$ cat src/rtl/hsv_core_imem_arbiter.sv
// Two-requester AXI read arbiter for the instruction/data memory port.
// AR grants are locked until handshake, and R beats are routed back in acceptance order through a small order FIFO.
module hsv_core_imem_arbiter #(
    parameter int MAX_OUTSTANDING = 4,
    parameter int ADDR_W          = 32,
    parameter int DATA_W          = 32
) (
    input  logic                            clk_core,
    input  logic                            rst_core,
    input  logic [1:0]                      m_arvalid,
    output logic [1:0]                      m_arready,
    input  logic [2*ADDR_W-1:0]             m_araddr,
    input  logic [15:0]                     m_arlen,
    input  logic [5:0]                      m_arsize,
    input  logic [3:0]                      m_arburst,
    output logic [1:0]                      m_rvalid,
    input  logic [1:0]                      m_rready,
    output logic [DATA_W-1:0]               m_rdata,
    output logic [1:0]                      m_rresp,
    output logic                            m_rlast,
    output logic                            s_arvalid,
    input  logic                            s_arready,
    output logic [ADDR_W-1:0]               s_araddr,
    output logic [7:0]                      s_arlen,
    output logic [2:0]                      s_arsize,
    output logic [1:0]                      s_arburst,
    output logic                            s_arid,
    input  logic                            s_rvalid,
    output logic                            s_rready,
    input  logic [DATA_W-1:0]               s_rdata,
    input  logic [1:0]                      s_rresp,
    input  logic                            s_rlast,
    output logic [$clog2(MAX_OUTSTANDING):0] outstanding,
    output logic [1:0]                      ar_state
);

    // Handshakes: a transfer happens in any cycle where valid and ready are both high;
    // a raised valid keeps its payload stable until that cycle.
    localparam int PTR_W = $clog2(MAX_OUTSTANDING);
    localparam logic [PTR_W:0] FULL_CNT = (PTR_W+1)'(MAX_OUTSTANDING);

    localparam logic [1:0] ST_IDLE  = 2'd0;
    localparam logic [1:0] ST_HOLD0 = 2'd1;
    localparam logic [1:0] ST_HOLD1 = 2'd2;

    logic [1:0]                 state, state_nxt;
    logic                       rr;
    logic                       grant;
    logic [MAX_OUTSTANDING-1:0] order_mem;
    logic [PTR_W-1:0]           wr_ptr, rd_ptr;
    logic [PTR_W:0]             count;
    logic                       full, nonempty, head, ar_hs, r_pop;

    always_comb begin
        grant = 1'b0;
        case (state)
            ST_HOLD0: grant = 1'b0;
            ST_HOLD1: grant = 1'b1;
            default: begin
                if (m_arvalid == 2'b11) grant = rr;
                else                    grant = m_arvalid[1];
            end
        endcase
    end

    // full comes from the registered count, so a pop only reopens AR on the next cycle
    assign full      = (count == FULL_CNT);
    assign s_arvalid = ~rst_core & m_arvalid[grant] & ~full;
    assign s_araddr  = grant ? m_araddr[2*ADDR_W-1:ADDR_W] : m_araddr[ADDR_W-1:0];
    assign s_arlen   = grant ? m_arlen[15:8]    : m_arlen[7:0];
    assign s_arsize  = grant ? m_arsize[5:3]    : m_arsize[2:0];
    assign s_arburst = grant ? m_arburst[3:2]   : m_arburst[1:0];
    assign s_arid    = 1'b0;
    assign ar_hs     = s_arvalid & s_arready;
    assign m_arready = {ar_hs & grant, ar_hs & ~grant};

    assign nonempty  = (count != '0);
    assign head      = order_mem[rd_ptr];
    assign s_rready  = ~rst_core & nonempty & m_rready[head];
    assign m_rvalid  = {nonempty & s_rvalid & head, nonempty & s_rvalid & ~head};
    assign m_rdata   = s_rdata;
    assign m_rresp   = s_rresp;
    assign m_rlast   = s_rlast;
    assign r_pop     = s_rvalid & s_rready & s_rlast;

    assign outstanding = count;
    assign ar_state    = state;

    always_comb begin
        state_nxt = state;
        case (state)
            ST_IDLE: begin
                if (s_arvalid && !s_arready) state_nxt = grant ? ST_HOLD1 : ST_HOLD0;
            end
            ST_HOLD0, ST_HOLD1: begin
                if (ar_hs) state_nxt = ST_IDLE;
            end
            default: state_nxt = ST_IDLE;
        endcase
    end

    always_ff @(posedge clk_core or posedge rst_core) begin
        if (rst_core) begin
            state     <= ST_IDLE;
            rr        <= 1'b0;
            order_mem <= '0;
            wr_ptr    <= '0;
            rd_ptr    <= '0;
            count     <= '0;
        end else begin
            state <= state_nxt;
            if (ar_hs) begin
                rr                <= ~grant;
                order_mem[wr_ptr] <= grant;
                wr_ptr            <= wr_ptr + 1'b1;
            end
            if (r_pop) rd_ptr <= rd_ptr + 1'b1;
            case ({ar_hs, r_pop})
                2'b10:   count <= count + 1'b1;
                2'b01:   count <= count - 1'b1;
                default: count <= count;
            endcase
        end
    end

endmodule
$ cat config.mk
export PLATFORM = sky130hd
export DESIGN_NAME = hsv_core_imem_arbiter
export DESIGN_NICKNAME = d
export VERILOG_FILES = /design/src/rtl/hsv_core_imem_arbiter.sv
export SDC_FILE = /design/constraint.sdc
export NUM_CORES = 1
export LEC_CHECK = 0
export BUFFER_PORTS_ARGS = -buffer_cell sky130_fd_sc_hd__buf_2
export CAP_MARGIN = 25
export CORE_AREA = 2 2 88 90
export DETAILED_ROUTE_END_ITERATION = 12
export DIE_AREA = 0 0 90 92
export PLACE_DENSITY = 0.65
export SETUP_SLACK_MARGIN = 0.02
export SYNTH_ARGS = -nofsm -noshare
export SYNTH_HDL_FRONTEND = slang
export SYNTH_SLANG_ARGS = --single-unit
$ cat constraint.sdc
create_clock -name clk_core -period 2.6 [get_ports clk_core]
set_clock_uncertainty 0.05 [all_clocks]
set_input_delay 0.52 -clock clk_core [delete_from_list [all_inputs] [get_ports clk_core]]
set_output_delay 0.52 -clock clk_core [all_outputs]
set_load 0.005 [all_outputs]
==> results of run 1 <==
## registers in the layout, summed over array words and instances (netlist names)
register / flops
rr: 1
ar_state: 2
rd_ptr: 2
outstanding: 3
order_mem: 4
wr_ptr: 2
## how the worst max path moves through the flow
stage | to | start | slack, ps | cells after the start
finish | s_arlen[7] | ar_state[0] | -10 | 7
CTS | s_araddr[13] | ar_state[0] | -40 | 8
global route | s_arlen[3] | ar_state[0] | -60 | 7
detailed placement | outstanding[2] | rd_ptr[0] | -20 | 9
floorplan | outstanding[2] | rd_ptr[0] | 60 | 9
global placement | outstanding[2] | rd_ptr[0] | 50 | 9
## repair_timing
item | in CTS | in global routing
setup endpoints to repair | 49 | 49
setup buffers | 5 | 6
resized for setup | 11 | 19
gates cloned | 1 | 1
pin swaps | 5 | 4
## metrics by stage
step,hold WS [ps],cells
floorplan,367.6,171
global placement,427.6,397
detailed placement,425.8,397
CTS,320.6,407
global route,341.8,413
finish,316.2,413
## where the power goes
group | internal [mW] | total (mW) | switching (mW)
Clock | 0.134 | 0.205 | 0.0716
Sequential | 0.322 | 0.405 | 0.0829
Combinational | 0.989 | 1.68 | 0.689
## cells by family (layout without fill, tap and decap cells)
logic type                 count (synthesis)  in the layout  synth area share
muxes                                     54             54            0.3605
xor gates and xnor gates                   6              6           0.03059
buffers and inverters                     50            190            0.1915
AOI/OAI and AO/OA                          6              6           0.02695
and+or+nand+nor                           32             32            0.1216
adders and majority gates                  8              8           0.06263
DFF                                       14             14            0.2039
other                                      1              1          0.002183
## synthesized netlist by cell type (2+ instances only)
cell | instances | area, sq um
nand3_1 | 6 | 30.03
nor2_1 | 4 | 15.01
nor4b_4 | 2 | 47.55
mux2_2 | 50 | 563.0
nor3_1 | 3 | 15.01
inv_1 | 9 | 33.78
nor4_1 | 2 | 12.51
buf_2 | 5 | 25.02
xnor2_1 | 2 | 17.52
a21o_1 | 2 | 15.01
mux2i_1 | 2 | 20.02
nand2b_1 | 2 | 12.51
dfrtp_1 | 14 | 350.3
ha_1 | 7 | 87.58
xor2_1 | 4 | 35.03
nand2_1 | 4 | 15.01
buf_4 | 36 | 270.3
nor2b_1 | 3 | 18.77
## per-layer routing
layer  routed length (microns)  part of all wire  up-vias
met5                         0                 0        -
met4                        44            0.0072        0
met3                       656              0.11        8
met2                      3195              0.53       91
met1                      2188              0.36      817
li1                          -                 -      837
## final cells by class
cell class                      count  area, sq um
Sequential cell                    14        350.3
Fill cell                         774         4733
Timing Repair Buffer              177         1021
Clock buffer                        4        55.05
Tap cell                          102        127.6
Multi-Input combinational cell    107         1126
Inverter                            9        33.78
## worst register-to-register path: stages, from the launching register on
cell	delay (ps)
dfrtp_1	360
mux4_2	560
mux2i_4	220
nor4b_4	240
ha_2	230
inv_2	40
fa_2	320
xor2_1	150
nor2_1	130
xor2_1	140
## placed cells by master, fill, tap and decap left out, drive strengths merged, types with 4 or more instances in the layout
| cell type | synthesis | layout |
|---|---|---|
| buf | 41 | 176 |
| clkbuf | 0 | 5 |
| dfrtp | 14 | 14 |
| ha | 7 | 7 |
| inv | 9 | 9 |
| mux2 | 50 | 50 |
| nand2 | 5 | 5 |
| nand3 | 6 | 6 |
| nor2 | 4 | 4 |
| xor2 | 4 | 4 |
==> run summary, run 1 <==
fraction of the yosys area taken by sequential cells = 0.2039
deepest level of the CTS H-tree = 1
outcome = finished with violations
DR pass1 iterations = 4
Post-DP Area = 2421 sq um
critical path launch point type = register
register-to-register setup slack = 80 ps
end of the worst register-to-register path = outstanding[2]
highest clock rate = 0.3831 GHz
number of nets with antenna violations after routing = 0
clock latency on the worst-skew pair = 240 ps
number of remaining DRC errors = 0
reported max-cap violation count = 0
Starting Density = 0.2307
Least-Margin Pin Slew = 582.0 ps
maximum resistive drop on vdd = 223.2 uV
startpoint-to-endpoint class of the critical path = reg -> out
share of flip-flops with an asynchronous set or reset = 1.000
remaining max-slew budget at the tightest pin = 0.6084
min cycle time layout = 2610 ps
combined area of all synthesized cells = 1718 sq um
endpoints failing setup = 5
total length of routed wires = 6085 microns
family of cells with the greatest summed delay on the critical path = buffers and inverters
endpoint class of the critical path = output port
Final Net Count = 453
Static Leakage = 1.445 nW
total power draw = 2.287 mW
Total GRT Usage = 0.1292
distinct cell type count after synthesis = 32
Yosys warnings = 0
number of cells produced by synthesis = 171
final-layout setup total negative slack = -27.75 ps
Clock Root Buffer = clkbuf_8
violation count after the first detailed-route iteration = 22
Max Slew Vio Count = 0
synthesis-to-finish area growth = 57.98%
Cell Rows = 32
DP Wirelength = 4890 microns
final critical-path share of the clock period = 1.004
Die Outline Area = 8280 sq um
number of ports placed on the die boundary = 225
chain of cells forming the critical path = inv_2 > ha_4 > nand2b_4 > o21ai_4 > buf_12 > mux2_2 > buf_2
global route hottest layer = met2
Post-Synthesis Mean Instance Area = 10.05 sq um
TritonCTS clock tree = yes
met3 usage in global routing = 0.05752
top fanout value on the critical path = 19
number of buffer and inverter stages on the critical path = 3
clk slew on worst S/H paths = 60 ps
Post-CTS Hold Fix Bufs = 0
CTS Buffer Depth = 2
biggest cell delay along the critical path = 390 ps
maximum number of pins on one net before global-route repair = 20
routability cong. = 0.8458
count of state elements after synthesis = 14
Worst R2R Path Depth = 9
antenna violations before repair = 0
violations in the final reports = setup timing
number of buffers inserted during clock tree synthesis = 3
Place WS = -21.15 ps
RSZ-0062 raised after global routing = true
first-pass GRT wire length = 8673 microns
worst min path class = in -> async
total power per unit cell area = 842.9 nW/um^2
syn nets = 312
final standard cell utilization of the core = 0.3644
endpoint arrival time on the critical path = 2040 ps
Avg WL per Cell = 14.73 microns
most frequently used flop master after synthesis = dfrtp_1
GR Util met1 = 0.1359
chip height = 92 microns
CTS Sinks = 14
grt total ovfl = 0
hold violation count in the final report = 0
routed via count divided by cell count = 4.245
placeable core region = 7447 sq um
post-layout instance area = 2714 sq um
met2 capacity usage during global routing = 0.2362
width of the die = 90 microns
Slowest cell on crit path = dfrtp_1
via count of the first global-routing pass = 1,877
final worst setup slack = -10.38 ps
Vias = 1,753
number of synthesized flops with an enable pin = 0
ANT cells = 0
RR Startpoint = rd_ptr[0]
input/output buffers = 155
Required @ worst endpoint = 2030 ps
fraction of layout cells with a size suffix above 1 = 0.7878
Note: power is estimated with default switching activity, not from simulation.
==> inputs of run 2 (changes only) <==
--- a/config.mk
+++ b/config.mk
@@ -11,6 +11,7 @@
 export DETAILED_ROUTE_END_ITERATION = 12
 export DIE_AREA = 0 0 90 92
 export PLACE_DENSITY = 0.65
+export REMOVE_ABC_BUFFERS = 1
 export SETUP_SLACK_MARGIN = 0.02
 export SYNTH_ARGS = -nofsm -noshare
 export SYNTH_HDL_FRONTEND = slang
==> run 2 against run 1 <==
Global-route usage grew 2.5 points. Die area is the same. Sequential cell count is the same. Critical path type unchanged. Highest routed layer unchanged. First-iteration DRC count grew 86%. The flow still finishes with violations (setup timing). Combinational power grew 41%. Critical path depth grew 1. Register-to-register slack lost 70 ps.
==> run summary, run 2 (synthesized netlist as in run 1, its figures left out) <==
outcome = finished with violations
violations in the final reports = setup timing
Required @ worst endpoint = 2030 ps
total placed cells including tap cells = 398
chip height = 92 microns
Vias = 1,897
total length of routed wires = 7638 microns
Avg WL per Cell = 17.89 microns
deepest level of the CTS H-tree = 1
antenna violations before repair = 0
Worst R2R Path Depth = 9
fraction of layout cells with a size suffix above 1 = 0.8092
leading cell types in the layout, fill and taps excluded = buf_2 (110), buf_6 (47), mux2_4 (45), buf_4 (25), dfrtp_1 (14)
Least-Margin Pin Slew = 653.5 ps
ANT cells = 0
number of ports placed on the die boundary = 225
Total GRT Usage = 0.1538
worst min path class = in -> async
number of nets with antenna violations after routing = 0
maximum resistive drop on vdd = 301.3 uV
top fanout value on the critical path = 6
reported max-cap violation count = 0
Die Outline Area = 8280 sq um
input/output buffers = 155
violation count after the first detailed-route iteration = 41
Static Leakage = 1.770 nW
final worst setup slack = -52.31 ps
highest clock rate = 0.3770 GHz
endpoint arrival time on the critical path = 2080 ps
Clock Root Buffer = clkbuf_8
number of buffers inserted during clock tree synthesis = 3
end of the worst register-to-register path = outstanding[2]
Final Net Count = 468
min cycle time layout = 2652 ps
clk slew on worst S/H paths = 60 ps
leading cell type in the layout, fill and taps excluded = buf_2
Starting Density = 0.2307
total power per unit cell area = 891.4 nW/um^2
worst-case hold slack = 361.1 ps
synthesis-to-finish area growth = 93.52%
register-to-register setup slack = 10 ps
DR pass1 iterations = 4
final non-filler cell total = 427
final standard cell utilization of the core = 0.4464
via count of the first global-routing pass = 1,770
routed via count divided by cell count = 4.443
RR Startpoint = rd_ptr[0]
Cell Rows = 32
remaining max-slew budget at the tightest pin = 0.5603
max reg flops = 4
Place WS = -64.40 ps
startpoint-to-endpoint class of the critical path = reg -> out
routability cong. = 0.7849
post-layout instance area = 3324 sq um
maximum number of pins on one net before global-route repair = 24
hold violation count in the final report = 0
grt total ovfl = 0
CTS Sinks = 14
clock latency on the worst-skew pair = 250 ps
number of remaining DRC errors = 0
DP Wirelength = 5391 microns
Post-DP Area = 2429 sq um
width of the die = 90 microns
Post-CTS Hold Fix Bufs = 0
endpoint class of the critical path = output port
first-pass GRT wire length = 9791 microns
critical path launch point type = register
final critical-path share of the clock period = 1.020
endpoints failing setup = 43
RSZ-0062 raised after global routing = true
CTS Buffer Depth = 2
Top reg by flops = order_mem
placeable core region = 7447 sq um
Max Slew Vio Count = 0
TritonCTS clock tree = yes
==> run 2: cell types whose count changed in the layout (fill, tap and decap cells not counted), sizes merged <==
cell    delta
buf       +12
clkbuf     +2
==> run 2: stage by stage <==
stage	setup TNS [ps]	power [mW]
2_1_floorplan	-35440	1.191
3_3_place_gp	0	1.740
3_5_place_dp	-64.40	1.777
4_1_cts	-2532	2.439
5_1_grt	-3294	3.140
6_report	-1301	2.963
==> run 2: worst max path at each step <==
stage,slack [ps],cells after the start,startpoint,end
after floorplan,-720,5,ar_state[0],s_araddr[0]
after global placement,40,9,rd_ptr[0],outstanding[2]
after detailed placement,-60,9,rd_ptr[0],outstanding[2]
after CTS,-80,8,ar_state[0],s_araddr[0]
after global routing,-100,9,ar_state[0],m_arready[0]
final,-50,8,ar_state[1],s_arlen[5]
==> run 2: final cells by class <==
cell class,count,area [sq um]
fill,713,4123
tap,102,127.6
inverter,9,33.78
multi-input combinational,107,1274
timing repair buffer,192,1498
clock buffer,3,41.29
sequential,14,350.3
==> run 2: timing repair <==
action	CTS	global route
endpoints found under the setup margin	48	50
pin swaps	6	4
gates cloned	2	5
gates resized for setup	48	62
buffers inserted	9	11
==> run 2: per-layer routing <==
metal | wire, microns | GRT usage
met5 | 0 | 0.07051
met4 | 40 | 0.02692
met3 | 927 | 0.08299
met2 | 3698 | 0.2256
met1 | 2971 | 0.1960
==> run 2: critical path, stage by stage (launching register included) <==
cell and delay (ps):
dfrtp_1 390, inv_2 80, ha_4 210, nand2b_4 150
o21ai_4 240, buf_12 180, clkbuf_16 160, mux2_4 300
buf_6 120
==> run 2: where the power goes <==
group | switching, mW | total [mW] | leakage (nW) | internal [mW]
clock | 0.0803 | 0.183 | 0.0216 | 0.103
sequential | 0.0868 | 0.408 | 0.171 | 0.321
combinational | 0.865 | 2.37 | 1.58 | 1.51
total | 1.03 | 2.96 | 1.77 | 1.93
==> inputs of run 3 (changes only) <==
--- a/config.mk
+++ b/config.mk
@@ -5,7 +5,7 @@
 export SDC_FILE = /design/constraint.sdc
 export NUM_CORES = 1
 export LEC_CHECK = 0
-export BUFFER_PORTS_ARGS = -buffer_cell sky130_fd_sc_hd__buf_2
+export BUFFER_PORTS_ARGS = -buffer_cell sky130_fd_sc_hd__clkbuf_2
 export CAP_MARGIN = 25
 export CORE_AREA = 2 2 88 90
 export DETAILED_ROUTE_END_ITERATION = 12
==> run 3 against run 2 <==
The flow now finishes without violations. Global-route usage fell by 0.32 points. Wire length decreased by 2.6%. Setup slack improved by 56 ps. Combinational power decreased by 11%. Worst hold slack got worse by 29 ps. Critical path type unchanged. Design area is 8.4% lower. Critical endpoint is now s_araddr[6]. Critical path depth did not move.
==> run summary, run 3 (synthesized netlist as in run 1, its figures left out) <==
ANT cells = 0
total power per unit cell area = 895.4 nW/um^2
leading cell types in the layout, fill and taps excluded = clkbuf_2 (142), mux2_4 (40), buf_4 (21), buf_6 (15), dfrtp_1 (14)
CTS Buffer Depth = 2
final critical-path share of the clock period = 0.9987
routed via count divided by cell count = 4.408
antenna violations before repair = 0
Post-CTS Hold Fix Bufs = 0
width of the die = 90 microns
via count of the first global-routing pass = 1,756
input/output buffers = 155
Internal Dissipation = 1.748 mW
maximum number of pins on one net before global-route repair = 19
maximum resistive drop on vdd = 321.6 uV
Least-Margin Pin Slew = 572.7 ps
Top reg by flops = order_mem
clock latency on the worst-skew pair = 250 ps
proportion of power drawn by the clock network = 0.080
Final Net Count = 464
routability cong. = 0.7655
filler instances = 739
min cycle time layout = 2597 ps
fraction of layout cells with a size suffix above 1 = 0.7919
endpoint class of the critical path = output port
deepest level of the CTS H-tree = 1
chip height = 92 microns
remaining max-slew budget at the tightest pin = 0.6147
outcome = completed
Critical Path Source = ar_state[0]
number of nets with antenna violations after routing = 0
Max Slew Vio Count = 0
Clock Root Buffer = clkbuf_8
violation count after the first detailed-route iteration = 43
power share of the combinational group = 0.771
synthesis-to-finish area growth = 77.20%
CTS Sinks = 14
Starting Density = 0.2307
Static Leakage = 1.686 nW
DP Wirelength = 5459 microns
highest clock rate = 0.3851 GHz
clk slew on worst S/H paths = 60 ps
top fanout value on the critical path = 7
number of remaining DRC errors = 0
worst-case hold slack = 332.4 ps
number of ports placed on the die boundary = 225
number of buffers inserted during clock tree synthesis = 3
reported max-cap violation count = 0
placeable core region = 7447 sq um
first-pass GRT wire length = 9604 microns
final standard cell utilization of the core = 0.4088
Avg WL per Cell = 17.54 microns
Cell Rows = 32
DR pass1 iterations = 4
endpoint arrival time on the critical path = 2030 ps
Required @ worst endpoint = 2030 ps
Total GRT Usage = 0.1506
grt total ovfl = 0
TritonCTS clock tree = yes
endpoints failing setup = 0
RR Startpoint = rd_ptr[0]
switch share = 0.3588
total length of routed wires = 7438 microns
leading cell type in the layout, fill and taps excluded = clkbuf_2
Vias = 1,869
proportion of power drawn by flip-flops and latches = 0.149
Die Outline Area = 8280 sq um
Net Switching = 977.9 uW
RSZ-0062 raised after global routing = true
max reg flops = 4
hold violation count in the final report = 0
startpoint-to-endpoint class of the critical path = reg -> out
critical path launch point type = register
worst min path class = in -> async
## run 3: final timing paths
check                                      end  slack, ps  cells past startpoint
worst max-delay path               s_araddr[6]          3                      8
worst min-delay path            outstanding[0]        330                      3
worst max register to register  outstanding[2]         60                      9
worst min register to register       rd_ptr[1]        440                      1
max in group asynchronous            wr_ptr[1]       1990                      3
min in group clk_core                rd_ptr[1]        440                      1
## run 3: through the flow
stage / setup TNS [ps] / area, sq um / worst slack (ps) / power, mW / instances
6_report: 0 / 3044 / 3.269 / 2.726 / 424
2_1_floorplan: -35440 / 1423 / -723.3 / 1.191 / 130
3_3_place_gp: 0 / 2421 / 38.30 / 1.735 / 397
5_1_grt: -1890 / 3044 / -76.41 / 2.887 / 424
4_1_cts: -1300 / 2703 / -65.23 / 2.315 / 412
3_5_place_dp: -66.65 / 2421 / -66.65 / 1.762 / 397
## run 3: power by group through the flow
stage                     sequential [mW]  clock [mW]  combinational, mW
after global routing                0.420       0.235               2.23
after global placement              0.401           0               1.33
after detailed placement            0.407           0               1.36
final                               0.406       0.218               2.10
after floorplan                     0.399           0              0.791
after CTS                           0.404       0.221               1.69
## run 3: layout make-up
class                   instances  area, sq um  area share
multi-input cells             107         1230      0.4040
inverters                       9        33.78     0.01110
flip-flops and latches         14        350.3      0.1151
well taps                     102        127.6     0.04192
repair buffers                188         1247      0.4098
clock buffers                   4        55.05     0.01808
## run 3: metal layers
| metal | track usage | up-vias | share of wire |
|---|---|---|---|
| met1 | 0.1857 | 878 | 0.40 |
| met5 | 0.07051 | - | 0 |
| li1 | - | 856 | - |
| met2 | 0.2249 | 131 | 0.47 |
| met3 | 0.08546 | 4 | 0.13 |
| met4 | 0.02692 | 0 | 0.0048 |
## run 3: what timing repair did
action,CTS,global route
resized for setup,24,55
cloned,1,6
setup endpoints to repair,48,48
buffers inserted,10,7
pin swaps,3,3
## run 3: worst max-delay path, cell delays in order, from the launching register on
cell      delay, ps
dfrtp_1         380
inv_2            80
ha_4            210
nand2b_4        150
o21ai_4         190
buf_12          170
buf_6           120
mux2_2          340
clkbuf_2        120
